**config.mk**
```make
export PLATFORM = sky130hd
export DESIGN_NAME = tx_pid
export DESIGN_NICKNAME = d
export VERILOG_FILES = /design/src/rtl/tx_pid.sv
export SDC_FILE = /design/constraint.sdc
export NUM_CORES = 1
export LEC_CHECK = 0
export CAP_MARGIN = 20
export CORE_UTILIZATION = 38
export CTS_CLUSTER_SIZE = 25
export DETAILED_ROUTE_END_ITERATION = 16
export PLACE_DENSITY = 0.56
export SYNTH_ARGS = -nofsm -noshare
export SYNTH_HDL_FRONTEND = slang
export SYNTH_SLANG_ARGS = --single-unit
```
**constraint.sdc**
```tcl
create_clock -name clk_50m -period 9.7 [get_ports clk_50m]
set_input_delay 0.97 -clock clk_50m [delete_from_list [all_inputs] [get_ports clk_50m]]
set_output_delay 0.97 -clock clk_50m [all_outputs]
set_load 0.02 [all_outputs]
```
**src/rtl/tx_pid.sv**
```systemverilog
// tx_pid: 8N1 UART transmitter that sends the latched KP/KI/KD gains as ASCII "PP,II,DD".
// Optional macro TX_PID_NEWLINE_EN appends a '\n' terminator character to every frame.
module tx_pid #(
    parameter int CPB = 434
) (
    input  logic       clk_50m,
    input  logic       reset,
    input  logic       start,
    input  logic [5:0] kp,
    input  logic [5:0] ki,
    input  logic [5:0] kd,
    output logic       tx,
    output logic       busy,
    output logic       done
);
    localparam int CW = (CPB > 1) ? $clog2(CPB) : 1;
`ifdef TX_PID_NEWLINE_EN
    localparam logic [3:0] LAST_IDX = 4'd8;
`else
    localparam logic [3:0] LAST_IDX = 4'd7;
`endif

    typedef enum logic [1:0] {S_IDLE, S_START, S_DATA, S_STOP} state_t;

    state_t        state_q, state_d;
    logic [CW-1:0] cnt_q, cnt_d;
    logic [2:0]    bit_q, bit_d;
    logic [3:0]    idx_q, idx_d;
    logic          tx_q, tx_d;
    logic          busy_q, busy_d;
    logic          done_q, done_d;
    logic [5:0]    kp_q, kp_d;
    logic [5:0]    ki_q, ki_d;
    logic [5:0]    kd_q, kd_d;
    logic [7:0]    cur_char;
    logic [2:0]    next_bit;
    logic          bit_end;
    logic          accept;

    function automatic logic [7:0] tens_char(input logic [5:0] v);
        logic [5:0] t;
        t = v / 6'd10;
        return 8'h30 + {2'b00, t};
    endfunction

    function automatic logic [7:0] ones_char(input logic [5:0] v);
        logic [5:0] o;
        o = v % 6'd10;
        return 8'h30 + {2'b00, o};
    endfunction

    always_comb begin
        case (idx_q)
            4'd0:    cur_char = tens_char(kp_q);
            4'd1:    cur_char = ones_char(kp_q);
            4'd3:    cur_char = tens_char(ki_q);
            4'd4:    cur_char = ones_char(ki_q);
            4'd6:    cur_char = tens_char(kd_q);
            4'd7:    cur_char = ones_char(kd_q);
`ifdef TX_PID_NEWLINE_EN
            4'd8:    cur_char = 8'h0A;
`endif
            default: cur_char = 8'h2C;
        endcase
    end

    always_comb begin
        // NOTE: every output of this block gets a default first, so no path can infer a latch.
        state_d  = state_q;
        cnt_d    = cnt_q;
        bit_d    = bit_q;
        idx_d    = idx_q;
        tx_d     = tx_q;
        busy_d   = busy_q;
        done_d   = 1'b0;
        kp_d     = kp_q;
        ki_d     = ki_q;
        kd_d     = kd_q;
        accept   = 1'b0;
        bit_end  = (cnt_q == CW'(CPB - 1));
        next_bit = bit_q + 3'd1;

        if (state_q != S_IDLE) begin
            cnt_d = bit_end ? '0 : cnt_q + 1'b1;
        end

        case (state_q)
            S_IDLE: accept = start;
            S_START: begin
                if (bit_end) begin
                    state_d = S_DATA;
                    bit_d   = 3'd0;
                    tx_d    = cur_char[0];
                end
            end
            S_DATA: begin
                if (bit_end) begin
                    if (bit_q == 3'd7) begin
                        state_d = S_STOP;
                        tx_d    = 1'b1;
                    end else begin
                        bit_d = next_bit;
                        tx_d  = cur_char[next_bit];
                    end
                end
            end
            S_STOP: begin
                if (bit_end) begin
                    if (idx_q == LAST_IDX) begin
                        // Frame ends here; a waiting start chains the next frame with no idle gap.
                        state_d = S_IDLE;
                        busy_d  = 1'b0;
                        done_d  = 1'b1;
                        tx_d    = 1'b1;
                        idx_d   = 4'd0;
                        accept  = start;
                    end else begin
                        state_d = S_START;
                        idx_d   = idx_q + 4'd1;
                        tx_d    = 1'b0;
                    end
                end
            end
            default: state_d = S_IDLE;
        endcase

        if (accept) begin
            state_d = S_START;
            busy_d  = 1'b1;
            tx_d    = 1'b0;
            idx_d   = 4'd0;
            cnt_d   = '0;
            kp_d    = kp;
            ki_d    = ki;
            kd_d    = kd;
        end
    end

    // NOTE: sequential state is updated only with non-blocking assignments.
    always_ff @(posedge clk_50m) begin
        if (reset) begin
            state_q <= S_IDLE;
            cnt_q   <= '0;
            bit_q   <= 3'd0;
            idx_q   <= 4'd0;
            tx_q    <= 1'b1;
            busy_q  <= 1'b0;
            done_q  <= 1'b0;
        end else begin
            state_q <= state_d;
            cnt_q   <= cnt_d;
            bit_q   <= bit_d;
            idx_q   <= idx_d;
            tx_q    <= tx_d;
            busy_q  <= busy_d;
            done_q  <= done_d;
        end
    end

    // NOTE: the gain latches are pure data reloaded on every accept, so they carry no reset.
    always_ff @(posedge clk_50m) begin
        kp_q <= kp_d;
        ki_q <= ki_d;
        kd_q <= kd_d;
    end

    assign tx   = tx_q;
    assign busy = busy_q;
    assign done = done_q;
endmodule

```
* Yosys cells after proc, flatten, opt, wreduce, memory -nomap -nowiden *
Index checks and enable logic that the tools add are counted.

word-level totals
  register bits after elaboration = 39
  input bits = 21
  output and inout bits = 3
  logic and storage cells = 95

operators by class
  add/sub/neg operators = 9
  divide/modulo/power cells = 6
  $lt $le $gt $ge = 1
  equal/unequal tests = 19
  muxes and demuxes = 30
  bitwise logic cells = 2
  reduce and logical (&&, ||, !) cells = 17

operator list
  operator                                             count
  adder 6 x 6 -> 7 bit (first input constant)          6
  one-hot mux 7 bit (6 select lines)                   1
  divider 6 x 4 -> 6 bit (second input constant)       3
  modulo 6 x 4 -> 6 bit (second input constant)        3
  2-to-1 mux 1 bit                                     15
  == test 4 x 3 -> 1 bit (second input constant)       3
  != test 3 bit (second input constant)                4
  != test 2 bit (second input constant)                5
  AND reduction 5 bit                                  2
  nonzero test 2 bit                                   5
  adder 9 x 1 -> 9 bit (second input constant)         1
  == test 9 bit (second input constant)                1
  2-to-1 mux 3 bit                                     3
  2-to-1 mux 9 bit                                     1
  2-to-1 mux 2 bit                                     4
  AND reduction 4 bit                                  2
  one-hot mux 2 bit (3 select lines)                   1
  one-hot mux 3 bit (2 select lines)                   1
  adder 4 x 1 -> 4 bit (second input constant)         1
  == test 2 bit (second input constant)                2
  == test 4 x 1 -> 1 bit (second input constant)       1
  == test 4 x 2 -> 1 bit (second input constant)       1
  zero test 4 bit                                      1
  < comparator 3 x 4 -> 1 bit (second input constant)  1
  other kinds (15)                                     16

* Longest topological paths before layout *
  word-level depth = 9
  gate-level depth with buffers = 18
  depth with buffers taken out = 17

* Worst setup path before layout *
Ideal clock, no wire load.

  path kind = register -> register
  start point = reg kd_q[2]
  end point = reg tx_q (netlist: tx)
  library setup time = 0.078 ns
  data arrival time = 3.134 ns
  required time = 9.622 ns
  path slack = 6.488 ns
  cell stages (with the launch flop) = 19
  path buffers = 2
  period minus slack after synthesis = 3.212 ns
  cells stage by stage = edfxtp_1 -> buf_2 -> nand2b_1 -> clkbuf_1 -> a21oi_1 -> a311oi_1 -> ha_1 -> mux2i_1 -> a21oi_1 -> nor2_1 -> a311oi_1 -> nor3_1 -> a211oi_1 -> ha_1 -> a2111oi_0 -> a31oi_1 -> o311ai_1 -> a41oi_1 -> nor3_1

between the ends
  longest elaborated chain between the ends = 9
  elaborated cells on any way between the ends = 12
  those cells by class = add/sub (2); div (2); mux (8)

ends and longest elaborated chain
  what                                                                    RTL line  RTL
  start, declared                                                         34        logic [5:0] kd_q, kd_d;
  start signal, assigned                                                  164       kd_q <= kd_d;
  modulo 6 x 4 -> 6 bit / divider 6 x 4 -> 6 bit (equally long branches)  48, 42
  adder 6 x 6 -> 7 bit (on tied branches)                                 49, 43
  one-hot mux 7 bit (6 select lines) (*)                                  53        case (idx_q)
  binary-select mux 1 bit (select 3 bit)                                  103       tx_d = cur_char[next_bit];
  2-to-1 mux 1 bit (implied by the code)                                  103
  2-to-1 mux 1 bit                                                        98        if (bit_q == 3'd7) begin
  2-to-1 mux 1 bit                                                        97        if (bit_end) begin
  one-hot mux 1 bit (3 select lines) (*)                                  87        case (state_q)
  2-to-1 mux 1 bit (*)                                                    127       if (accept) begin
  end signal, assigned                                                    154       tx_q <= tx_d;
  end, declared                                                           29        logic tx_q, tx_d;

Every way passes the cells marked *; elsewhere a longest branch is shown, timed or not. The select of a mux whose other input is x is not followed.
A chain may end at the register's enable or synchronous reset.

* Worst setup path in the final report *
  start point = reg kp_q[4]
  end point = reg tx_q (netlist: tx)

between the ends
  longest elaborated chain between the ends = 9
  elaborated cells on any way between the ends = 12
  those cells by class = add/sub (2); div (2); mux (8)

ends and longest elaborated chain
  what                                                                    RTL line  RTL
  start, declared                                                         32        logic [5:0] kp_q, kp_d;
  start signal, assigned                                                  162       kp_q <= kp_d;
  modulo 6 x 4 -> 6 bit / divider 6 x 4 -> 6 bit (equally long branches)  48, 42
  adder 6 x 6 -> 7 bit (on tied branches)                                 49, 43
  one-hot mux 7 bit (6 select lines) (*)                                  53
  binary-select mux 1 bit (select 3 bit)                                  103
  2-to-1 mux 1 bit (implied by the code)                                  103
  2-to-1 mux 1 bit                                                        98
  2-to-1 mux 1 bit                                                        97
  one-hot mux 1 bit (3 select lines) (*)                                  87
  2-to-1 mux 1 bit (*)                                                    127

Marks and branches as above.

==> results.py <==
metrics = {
    "yosys": {
        "syn_area_um2": 3013,
        "synth-edff-count": 18,
        "synthCells": 368,
        "ys_ff_latch": 39,
        "synth_nets": 409,
        "ys_top_cells_by_area": "edfxtp_1 18%, dfxtp_1 14%, ha_1 8.3%",
        "ys.flop_type": "dfxtp_1",
        "yosysMostFrequentCell": "nor2_1",
        "synth_warnings": 0,
        "yosys-top-cells-count": "37 x nor2_1, 29 x a21oi_1, 28 x nand2_1",
        "yosys.area.top_type": "edfxtp_1",
        "synth_cell_type_count": 61,
        "synth.avg_cell_area_um2": 8.187,
        "async_reset_ff_share_pct": 0,
        "yosysSeqAreaShare_pct": 31.89,
        "synth_top_cell_area_share_pct": 17.94,
    },
    "sta": {
        "rsz0062_at_grt": "false",
        "finClkSkew_ns": 0.004338,
        "finalCritPeriodShare_pct": 39.63,
        "hold_viol_final": 0,
        "slew_headroom_pct": 50.54,
        "slew_violations": 0,
        "worst_pin_slew_ns": 0.7410,
        "min_period_ns": 3.844,
        "tns_ns": 0,
        "setup_viol": 0,
        "fmax_ghz": 0.2602,
    },
    "grt": {
        "antenna_found_initial": 0,
        "grt_pass1_wl_um": 11660,
        "grt_pass1_vias": 2441,
        "grt_max_degree": 19,
        "gr-total-overflow": 0,
        "grtUsageTotal_pct": 17.25,
    },
    "drt": {
        "post_drt_wl_per_cell_um": 14.05,
        "vias": 2599,
        "drt-total-wl_um": 6702,
        "drc": 0,
        "dr.first_iter.drc_count": 152,
        "first_pass_iters": 4,
        "viasPerCell": 5.449,
        "antenna_left": 0,
    },
    "power_and_ir_drop": {
        "p_int_mw": 0.2692,
        "power_density_nw_per_um2": 115.9,
        "clockPowerShare_pct": 28.8,
        "power_frac_comb_pct": 20.4,
        "p_seq_share_pct": 50.8,
        "ir_drop_uv": 74.95,
        "power_mw": 0.3869,
        "p_leak_nw": 1.178,
        "power.share.switching_pct": 30.42,
        "switchingPower_mw": 0.1177,
    },
    "clocking": {
        "cts_made_buffers": 5,
        "clockBufferDepth": 2,
        "tritoncts": "done",
        "htreeDepth": 2,
        "cts_hold_buf": 0,
        "cts.sinks": 39,
        "cts_resized": 0,
        "post-cts-setup-buffer-count": 0,
        "clk_latency_ns": 0.30,
        "clk_pin_slew_ns": 0.08,
        "root_buffer": "clkbuf_8",
    },
    "floorplanning": {
        "fp.dieH_um": 91.05,
        "core_um2": 7687,
        "io_pins": 24,
        "start_util_pct": 39.19,
        "dieArea_um2": 8289,
        "fp-row-count": 32,
        "die_x_um": 91.05,
    },
    "critical_path": {
        "crit_family": "simple AND/OR/NAND/NOR gates",
        "critPathCaptureType": "register",
        "cpMostUsedCell": "nor3_1",
        "worstPathCellList": "nor2b_1 -> nor3_1 -> nor3_1 -> ha_1 -> mux2i_1 -> a21oi_1 -> o221a_2 -> nor2_1 -> a211oi_1 -> ha_1 -> a2111oi_0 -> a31oi_1 -> o311ai_1 -> a41oi_1 -> nor3_1",
        "cpPeakStageDelay_ns": 0.60,
        "cp_slowest_cell": "nor2b_1",
        "crit_path_start_kind": "register",
        "arrival_ns": 4.07,
        "cp_max_fo": 12,
        "worstSetupPathType": "register to register",
        "cp.required_ns": 9.92,
        "worst-path-buf-inv": 0,
    },
    "place": {
        "gp_congestion": 0.8464,
        "placed_area_um2": 3256,
        "io_buffers": 23,
        "post-dp-hpwl_um": 4937,
    },
    "flow_run": {
        "max_cap_violations": 0,
    },
    "layout": {
        "syn2layout_area_growth_pct": 10.84,
        "num_antenna_cells": 0,
        "stdcell_area_um2": 3339,
        "finalNetCount": 415,
        "layout-drive-gt1-share_pct": 3.467,
    },
    "status": {
        "status": "finished, final reports clean",
    },
    "worst_hold_path": {
        "hold_path.class": "register to register",
    },
}
==> worst paths after layout <==
| check | startpoint | endpoint | slack [ns] | depth (start not counted) |
|---|---|---|---|---|
| setup / recovery | kp_q[4] | tx | 5.86 | 15 |
| hold / removal | bit_q[1] | bit_q[1] | 0.47 | 2 |
| setup reg to reg | kp_q[4] | tx | 5.86 | 15 |
| hold reg to reg | bit_q[1] | bit_q[1] | 0.47 | 2 |
==> kinds of logic after synthesis <==
group           share of synthesized area (%)
other cells                            0.1245
mux                                     1.993
compound gates                          20.68
xor+xnor                                4.651
flops                                   31.89
buf+inv                                 6.063
simple gates                            26.29
fa+ha+maj                               8.306
==> sequential cells by signal (all words and copies together), names as in the netlist <==
signal and count:
cnt_q 9, kd_q 6, ki_q 6, kp_q 6, idx_q 4, bit_q 3, state_q 2, busy 1
done 1, tx 1
==> cells in the final DEF, fill, tap and decap left out, drive strengths merged, types with 16 or more instances in the layout <==
cell type / n
dfxtp: 21
o21ai: 19
clkdlybuf4s50: 23
nor2b: 16
edfxtp: 18
ha: 20
inv: 19
nand2: 28
a21oi: 29
nor2: 37
==> metrics by stage <==
stage	util, %	hold WS, ns	setup WS (ns)	std cells
floorplan	-	0.4490	6.488	368
global placement	42.35	0.4629	6.075	469
detailed placement	42.35	0.4654	5.964	469
CTS	43.44	0.4794	5.917	477
global route	43.44	0.5093	5.365	477
finish	43.44	0.4745	5.856	477
==> power by group through the flow <==
stage / Combinational (mW) / Clock [mW] / Sequential [mW]
final: 0.0788 / 0.112 / 0.197
after global routing: 0.0892 / 0.121 / 0.199
after CTS: 0.0793 / 0.118 / 0.197
after detailed placement: 0.0790 / 0 / 0.200
after global placement: 0.0785 / 0 / 0.200
after floorplan: 0.0647 / 0 / 0.192
==> area by class of cell <==
| class | count | area (um^2) |
|---|---|---|
| Clock buffer | 6 | 72.57 |
| Clock inverter | 2 | 11.26 |
| Tap cell | 102 | 127.6 |
| Inverter | 18 | 67.56 |
| Sequential cell | 39 | 960.9 |
| Fill cell | 786 | 4348 |
| Multi-Input combinational cell | 287 | 1869 |
| Timing Repair Buffer | 23 | 230.2 |
==> metal layers <==
layer | part of all wire [%] | GRT usage [%]
met5 | 0 | 0
met4 | 1.0 | 5.952
met3 | 4.5 | 3.015
met2 | 46 | 27.08
met1 | 48 | 23.76
==> worst register-to-register path, delay by kind of cell, from the launching register on <==
family                     cells  cell delay [ns]
adders and majority gates      2             0.51
muxes                          1             0.08
and+or+nand+nor                5             1.31
DFF                            1             0.58
AOI/OAI and AO/OA              7             1.30
No activity file was read; power rests on OpenSTA's default activity.
